**src/rtl/query_responder.sv**
```systemverilog
// rtl/query_responder.sv - pixel query responder; optional bounds check via QUERY_BOUNDS_CHECK_EN
module query_responder (
    input  logic        clk_25,
    input  logic        rst,
    input  logic        start,
    input  logic [9:0]  query_x,
    input  logic [9:0]  query_y,
    output logic        ready,
    output logic [9:0]  return_x,
    output logic [9:0]  return_y,
    output logic [4:0]  r,
    output logic [5:0]  g,
    output logic [4:0]  b,
    output logic        mem_rd,
    output logic [18:0] mem_addr,
    input  logic        mem_busy,
    input  logic [15:0] mem_rdata,
    input  logic        mem_rdvalid,
    output logic        debug
);

    typedef enum logic {ISSUE_IDLE, ISSUE_REQ} issue_state_t;

    // Query queue: one slot per outstanding query, retired in arrival order.
    logic [9:0]  q_x   [8];
    logic [9:0]  q_y   [8];
    logic [15:0] q_pix [8];
    logic [7:0]  q_done;
`ifdef QUERY_BOUNDS_CHECK_EN
    logic [7:0]  q_oor;
`endif
    logic [2:0]  head, tail;
    logic [3:0]  count;

    // Slots waiting for a read, in queue order.
    logic [2:0]  iss_idx [8];
    logic [2:0]  iss_wr, iss_rd;
    logic [3:0]  iss_cnt;

    // Slots whose read was accepted; memory returns data in this order.
    logic [2:0]  fl_idx [8];
    logic [2:0]  fl_wr, fl_rd;
    logic [3:0]  fl_cnt;

    issue_state_t state;
    logic [2:0]   req_idx;

    logic        retire, enq, drop, in_range, need_issue;
    logic        can_issue, accept, from_fifo, from_start, issue, push_iss;
    logic        fl_pop, rd_orphan;
    logic [2:0]  cand_idx;
    logic [18:0] cand_addr;
    logic [15:0] head_pix;

    // y*640 + x as two shifts and adds, wrapping at 19 bits.
    function automatic logic [18:0] pix_addr(input logic [9:0] x, input logic [9:0] y);
        return {y, 9'b0} + {2'b0, y, 7'b0} + {9'b0, x};
    endfunction

`ifdef QUERY_BOUNDS_CHECK_EN
    assign in_range = (query_x < 10'd640) && (query_y < 10'd480);
    assign head_pix = q_oor[head] ? 16'h0000 : q_pix[head];
`else
    assign in_range = 1'b1;
    assign head_pix = q_pix[head];
`endif

    assign retire     = (count != 4'd0) && q_done[head];
    assign enq        = start && ((count != 4'd8) || retire);
    assign drop       = start && !enq;
    assign need_issue = enq && in_range;

    // A new request may go out from idle, or back-to-back once the current one is taken.
    assign can_issue  = (state == ISSUE_IDLE) || !mem_busy;
    assign accept     = (state == ISSUE_REQ) && !mem_busy;
    assign from_fifo  = can_issue && (iss_cnt != 4'd0);
    // With nothing queued for issue, a fresh query goes straight to memory.
    assign from_start = can_issue && (iss_cnt == 4'd0) && need_issue;
    assign issue      = from_fifo || from_start;
    assign push_iss   = need_issue && !from_start;

    assign fl_pop     = mem_rdvalid && (fl_cnt != 4'd0);
    assign rd_orphan  = mem_rdvalid && (fl_cnt == 4'd0);

    // Pick the next read candidate: oldest pending slot, else the arriving query.
    always_comb begin
        cand_idx  = tail;
        cand_addr = pix_addr(query_x, query_y);
        if (from_fifo) begin
            cand_idx  = iss_idx[iss_rd];
            cand_addr = pix_addr(q_x[iss_idx[iss_rd]], q_y[iss_idx[iss_rd]]);
        end
    end

    // Queue storage, data return, in-order retire and the sticky error flag.
    always_ff @(posedge clk_25) begin
        if (rst) begin
            head     <= 3'd0;
            tail     <= 3'd0;
            count    <= 4'd0;
            q_done   <= 8'd0;
`ifdef QUERY_BOUNDS_CHECK_EN
            q_oor    <= 8'd0;
`endif
            for (int i = 0; i < 8; i++) begin
                q_x[i]   <= 10'd0;
                q_y[i]   <= 10'd0;
                q_pix[i] <= 16'd0;
            end
            ready    <= 1'b0;
            return_x <= 10'd0;
            return_y <= 10'd0;
            r        <= 5'd0;
            g        <= 6'd0;
            b        <= 5'd0;
            debug    <= 1'b0;
        end else begin
            ready <= retire;
            if (retire) begin
                return_x  <= q_x[head];
                return_y  <= q_y[head];
                {r, g, b} <= head_pix;
                head      <= head + 3'd1;
            end
            if (fl_pop) begin
                q_pix[fl_idx[fl_rd]]  <= mem_rdata;
                q_done[fl_idx[fl_rd]] <= 1'b1;
            end
            if (enq) begin
                q_x[tail]    <= query_x;
                q_y[tail]    <= query_y;
                q_pix[tail]  <= 16'd0;
                q_done[tail] <= !in_range;
`ifdef QUERY_BOUNDS_CHECK_EN
                q_oor[tail]  <= !in_range;
`endif
                tail         <= tail + 3'd1;
            end
            count <= count + {3'b0, enq} - {3'b0, retire};
            if (drop || rd_orphan) begin
                debug <= 1'b1;
            end
        end
    end

    // Issue FSM with its pending and in-flight index FIFOs; memory outputs are registered.
    always_ff @(posedge clk_25) begin
        if (rst) begin
            state    <= ISSUE_IDLE;
            mem_rd   <= 1'b0;
            mem_addr <= 19'd0;
            req_idx  <= 3'd0;
            iss_wr   <= 3'd0;
            iss_rd   <= 3'd0;
            iss_cnt  <= 4'd0;
            fl_wr    <= 3'd0;
            fl_rd    <= 3'd0;
            fl_cnt   <= 4'd0;
            for (int i = 0; i < 8; i++) begin
                iss_idx[i] <= 3'd0;
                fl_idx[i]  <= 3'd0;
            end
        end else begin
            if (push_iss) begin
                iss_idx[iss_wr] <= tail;
                iss_wr          <= iss_wr + 3'd1;
            end
            if (from_fifo) begin
                iss_rd <= iss_rd + 3'd1;
            end
            iss_cnt <= iss_cnt + {3'b0, push_iss} - {3'b0, from_fifo};

            if (accept) begin
                fl_idx[fl_wr] <= req_idx;
                fl_wr         <= fl_wr + 3'd1;
            end
            if (fl_pop) begin
                fl_rd <= fl_rd + 3'd1;
            end
            fl_cnt <= fl_cnt + {3'b0, accept} - {3'b0, fl_pop};

            case (state)
                ISSUE_IDLE: begin
                    if (issue) begin
                        mem_rd   <= 1'b1;
                        mem_addr <= cand_addr;
                        req_idx  <= cand_idx;
                        state    <= ISSUE_REQ;
                    end
                end
                ISSUE_REQ: begin
                    if (!mem_busy) begin
                        if (issue) begin
                            mem_addr <= cand_addr;
                            req_idx  <= cand_idx;
                        end else begin
                            mem_rd <= 1'b0;
                            state  <= ISSUE_IDLE;
                        end
                    end
                end
                default: state <= ISSUE_IDLE;
            endcase
        end
    end

endmodule

```
**config.mk**
```make
export PLATFORM = sky130hd
export DESIGN_NAME = query_responder
export DESIGN_NICKNAME = d
export VERILOG_FILES = /design/src/rtl/query_responder.sv
export SDC_FILE = /design/constraint.sdc
export NUM_CORES = 1
export LEC_CHECK = 0
export CORE_AREA = 5 5 207 249
export CTS_BUF_LIST = sky130_fd_sc_hd__clkbuf_4 sky130_fd_sc_hd__clkbuf_8 sky130_fd_sc_hd__clkbuf_16
export CTS_CLUSTER_DIAMETER = 80
export DETAILED_ROUTE_END_ITERATION = 6
export DIE_AREA = 0 0 212 254
export PLACE_DENSITY = 0.68
export SLEW_MARGIN = 20
export SYNTH_ARGS = -nofsm -noshare
export SYNTH_HDL_FRONTEND = slang
export SYNTH_SLANG_ARGS = --single-unit
```
**constraint.sdc**
```tcl
create_clock -name clk_25 -period 4.25 [get_ports clk_25]
set_clock_uncertainty 0.1 [all_clocks]
set_input_delay 0.6375 -clock clk_25 [delete_from_list [all_inputs] [get_ports clk_25]]
set_output_delay 0.6375 -clock clk_25 [all_outputs]
set_load 0.01 [all_outputs]
```
==> impl_metrics.csv <==
group,metric,value,unit
critical_path,startpoint_type,"register",
final_layout,area_delta_synth_final,17.8,%
die,start_util,44.2,%
yosys,synthFlopType,"dfxtp_1",
routing,routedWlPerCell,22.1,um
final_layout,final_cells,2778,
timing,finalCritPeriodShare,97.2,%
critical_path,critPathKind,"reg2reg",
die,core_area,48900,sq um
placement,hpwlAfterDp,39000,um
routing,wirelength,61300,um
routing,drtPass1Iterations,6,
global_route,top_usage_layer,"met2",
timing,maxSlewViolCount,0,
placement,place_area,23600,sq um
global_route,use_met3,2.95,%
global_route,grt_max_degree,77,
yosys,synth_edf_count,208,
yosys,synth_cell_type_count,57,
worst_hold_path,worstHoldPathType,"in2reg",
placement,place_ws,-0.0630,ns
yosys,synth_warnings,0,
critical_path,critPathRequiredTime,4.63,ns
critical_path,crit_path_max_fanout,6,
power_and_ir_drop,worst_ir_drop_vdd,0.000406,V
clock_tree,cts_max_level,2,
final_layout,fillers,4123,
die,fp.dieH,254,um
worst_hold_path,min_from,"rst",
clock_tree,clk_latency,0.61,ns
placement,place.port_buffers,98,
timing,max_freq,242,MHz
routing,vias_per_cell,5.88,
final_layout,drive_gt1_share,15.5,%
timing,min_period,4.13,ns
global_route,antenna_found_initial,1,
clock_tree,clk_pin_slew,0.06,ns
final_layout,layout_common_cells,"nor2_1, nand2_1, dfxtp_1",
routing,drt_iter0_drc,1577,
final_layout,mostFrequentLayoutCell,"nor2_1",
clock_tree,cts.path.max_buffers,3,
timing,rsz0062_at_grt,"yes",
yosys,ys_ff_latch,442,
timing,final_hold_viol_count,0,
timing,worst_slack,0.121,ns
final_layout,design_area,25500,sq um
clock_tree,root_buffer,"clkbuf_16",
global_route,grt_pass1_vias,16400,
job,drv_cap,0,
critical_path,reg2reg_depth,16,
die,top_level_ports,99,
die,die-area,53800,sq um
final_layout,nets,2210,
power_and_ir_drop,power,0.0160,W
clock_tree,cts_tree,"built",
outcome,outcome,"completed",
yosys,async_flop_share,0,%
yosys,yosysSeqAreaShare,50.6,%
global_route,grt_overflow_total,0,
routing,vias,16300,
critical_path,timing.rr.end,"mem_addr[17]",
final_layout,post-route-util,52.1,%
die,die_w,212,um
global_route,gr-usage-met1,27.8,%
global_route,grt_pass1_wl,93700,um
timing,slew_headroom,22.8,%
timing,setup_viol,0,
yosys,syn_nets,2116,
yosys,synth_area,21600,sq um
die,rows,89,
placement,gp_congestion,0.900,
yosys,postSynthCellCount,2009,
critical_path,worstSetupEndpointType,"register",
power_and_ir_drop,power.density,629,nW/um^2
critical_path,crit_end,"mem_addr[17]",
routing,drc,0,
timing,worstMarginPinSlew,1.16,ns
critical_path,reg2reg_slack,0.12,ns
clock_tree,cts.sinks,442,
global_route,use_met2,39.6,%
clock_tree,cts_made_buffers,46,
power_and_ir_drop,p_leak,9.28,nW
yosys,avgSynthCellArea,10.8,sq um
placement,dp.cells,2679,
critical_path,crit_arrival,4.51,ns
global_route,grt_use_total,22.3,%
routing,ant_nets,0,
## sequential cells by signal (all words and copies together), names as in the netlist, 4 cells and up, named ones only
register	cells
b	5
count	4
fl_cnt	4
fl_idx	24
g	6
iss_cnt	4
iss_idx	24
mem_addr	19
q_done	8
q_pix	128
q_x	80
q_y	80
r	5
return_x	10
return_y	10
## worst min-delay path by stage
stage                   endpoint  slack (ns)  cells after the start
global route            fl_wr[0]        0.32                      2
finish                 fl_cnt[3]        0.32                      2
detailed placement     q_done[3]        0.36                      2
global placement    mem_addr[10]        0.35                      2
floorplan              q_done[2]        0.33                      2
CTS                    fl_cnt[3]        0.30                      2
## logic make-up after synthesis
logic type	share of synthesized area, %
compound gates	11.1
xor+xnor	1.42
fa+ha+maj	4.06
buf+inv	3.50
flops	50.6
mux	12.9
simple gates	16.4
## cell type report
type	instances	area, sq um	share of cell area (%)
clock inverters	16	203	0.796
clock buffers	69	1410	5.54
inverters	31	116	0.457
multi-input cells	1382	10100	39.8
flip-flops and latches	442	10900	43.0
repair buffers	200	1860	7.30
diodes	1	2.50	0.00983
well taps	637	797	3.13
## per-stage QoR
stage                     hold WS [ns]  TNS [ns]
after floorplan                  0.335  -0.00549
after global placement           0.348   -0.0268
after detailed placement         0.360    -0.141
after CTS                        0.297         0
after global routing             0.323    -0.269
final                            0.320         0
## routing by layer
layer	vias to the layer above	part of all wire [%]
li1	7442	-
met1	8057	39
met2	686	51
met3	141	6.8
met4	0	3.5
met5	-	0
## synthesized netlist by cell type, drive strengths merged, types with 2 or more instances
| master | count | area (sq um) |
|---|---|---|
| mux2 | 3 | 37.5 |
| o221ai | 8 | 70.1 |
| a21oi | 85 | 425 |
| xnor2 | 21 | 184 |
| a211oi | 50 | 375 |
| a31o | 13 | 114 |
| o211ai | 50 | 375 |
| a22oi | 65 | 488 |
| nand2 | 232 | 873 |
| a311oi | 15 | 131 |
| nand3b | 2 | 15.0 |
| o21bai | 5 | 37.5 |
| nor4 | 3 | 18.8 |
| and3 | 12 | 75.1 |
| nor2 | 242 | 916 |
| fa | 7 | 140 |
| clkbuf | 102 | 383 |
| mux4 | 88 | 1990 |
| a31oi | 14 | 93.8 |
| nor3 | 12 | 70.1 |
| o21a | 4 | 30.0 |
| ha | 59 | 738 |
| and2 | 189 | 1180 |
| buf | 53 | 257 |
| or3 | 4 | 25.0 |
| edfxtp | 208 | 6250 |
| o21ai | 25 | 125 |
| nor2b | 7 | 43.8 |
| nand3 | 44 | 220 |
| dfxtp | 234 | 4680 |
| mux2i | 75 | 754 |
| inv | 30 | 113 |
| xor2 | 14 | 123 |
| nand2b | 8 | 50.1 |
| or2 | 2 | 12.5 |
| nor3b | 5 | 37.5 |
| a21o | 10 | 75.1 |
| o31ai | 2 | 15.0 |
## power breakdown
part,switching (W),total (W),internal [W]
registers,0.000381,0.00537,0.00499
clock network,0.00174,0.00424,0.00250
logic,0.00350,0.00639,0.00289
total,0.00562,0.0160,0.0104
## timing repair
action	4_1_cts	5_1_grt
resized for setup	2	22
buffers inserted	0	12
setup endpoints to repair	5	7
hold buffers	0	0
pin swaps	0	14
gates cloned	0	1
## worst max-delay path: stages, from the launching register on
cell and delay, ns:
dfxtp_4 0.39, mux4_2 0.58, mux2i_4 0.20, buf_12 0.15, buf_4 0.15, nand2_1 0.08, a311oi_2 0.28, a31o_2 0.17
fa_1 0.46, ha_1 0.30, a21o_1 0.20, a21oi_2 0.17, o21bai_2 0.09, a21oi_1 0.13, a2bb2oi_1 0.09, xnor2_1 0.13
a2111oi_1 0.37
Note: power is estimated with default switching activity, not from simulation.
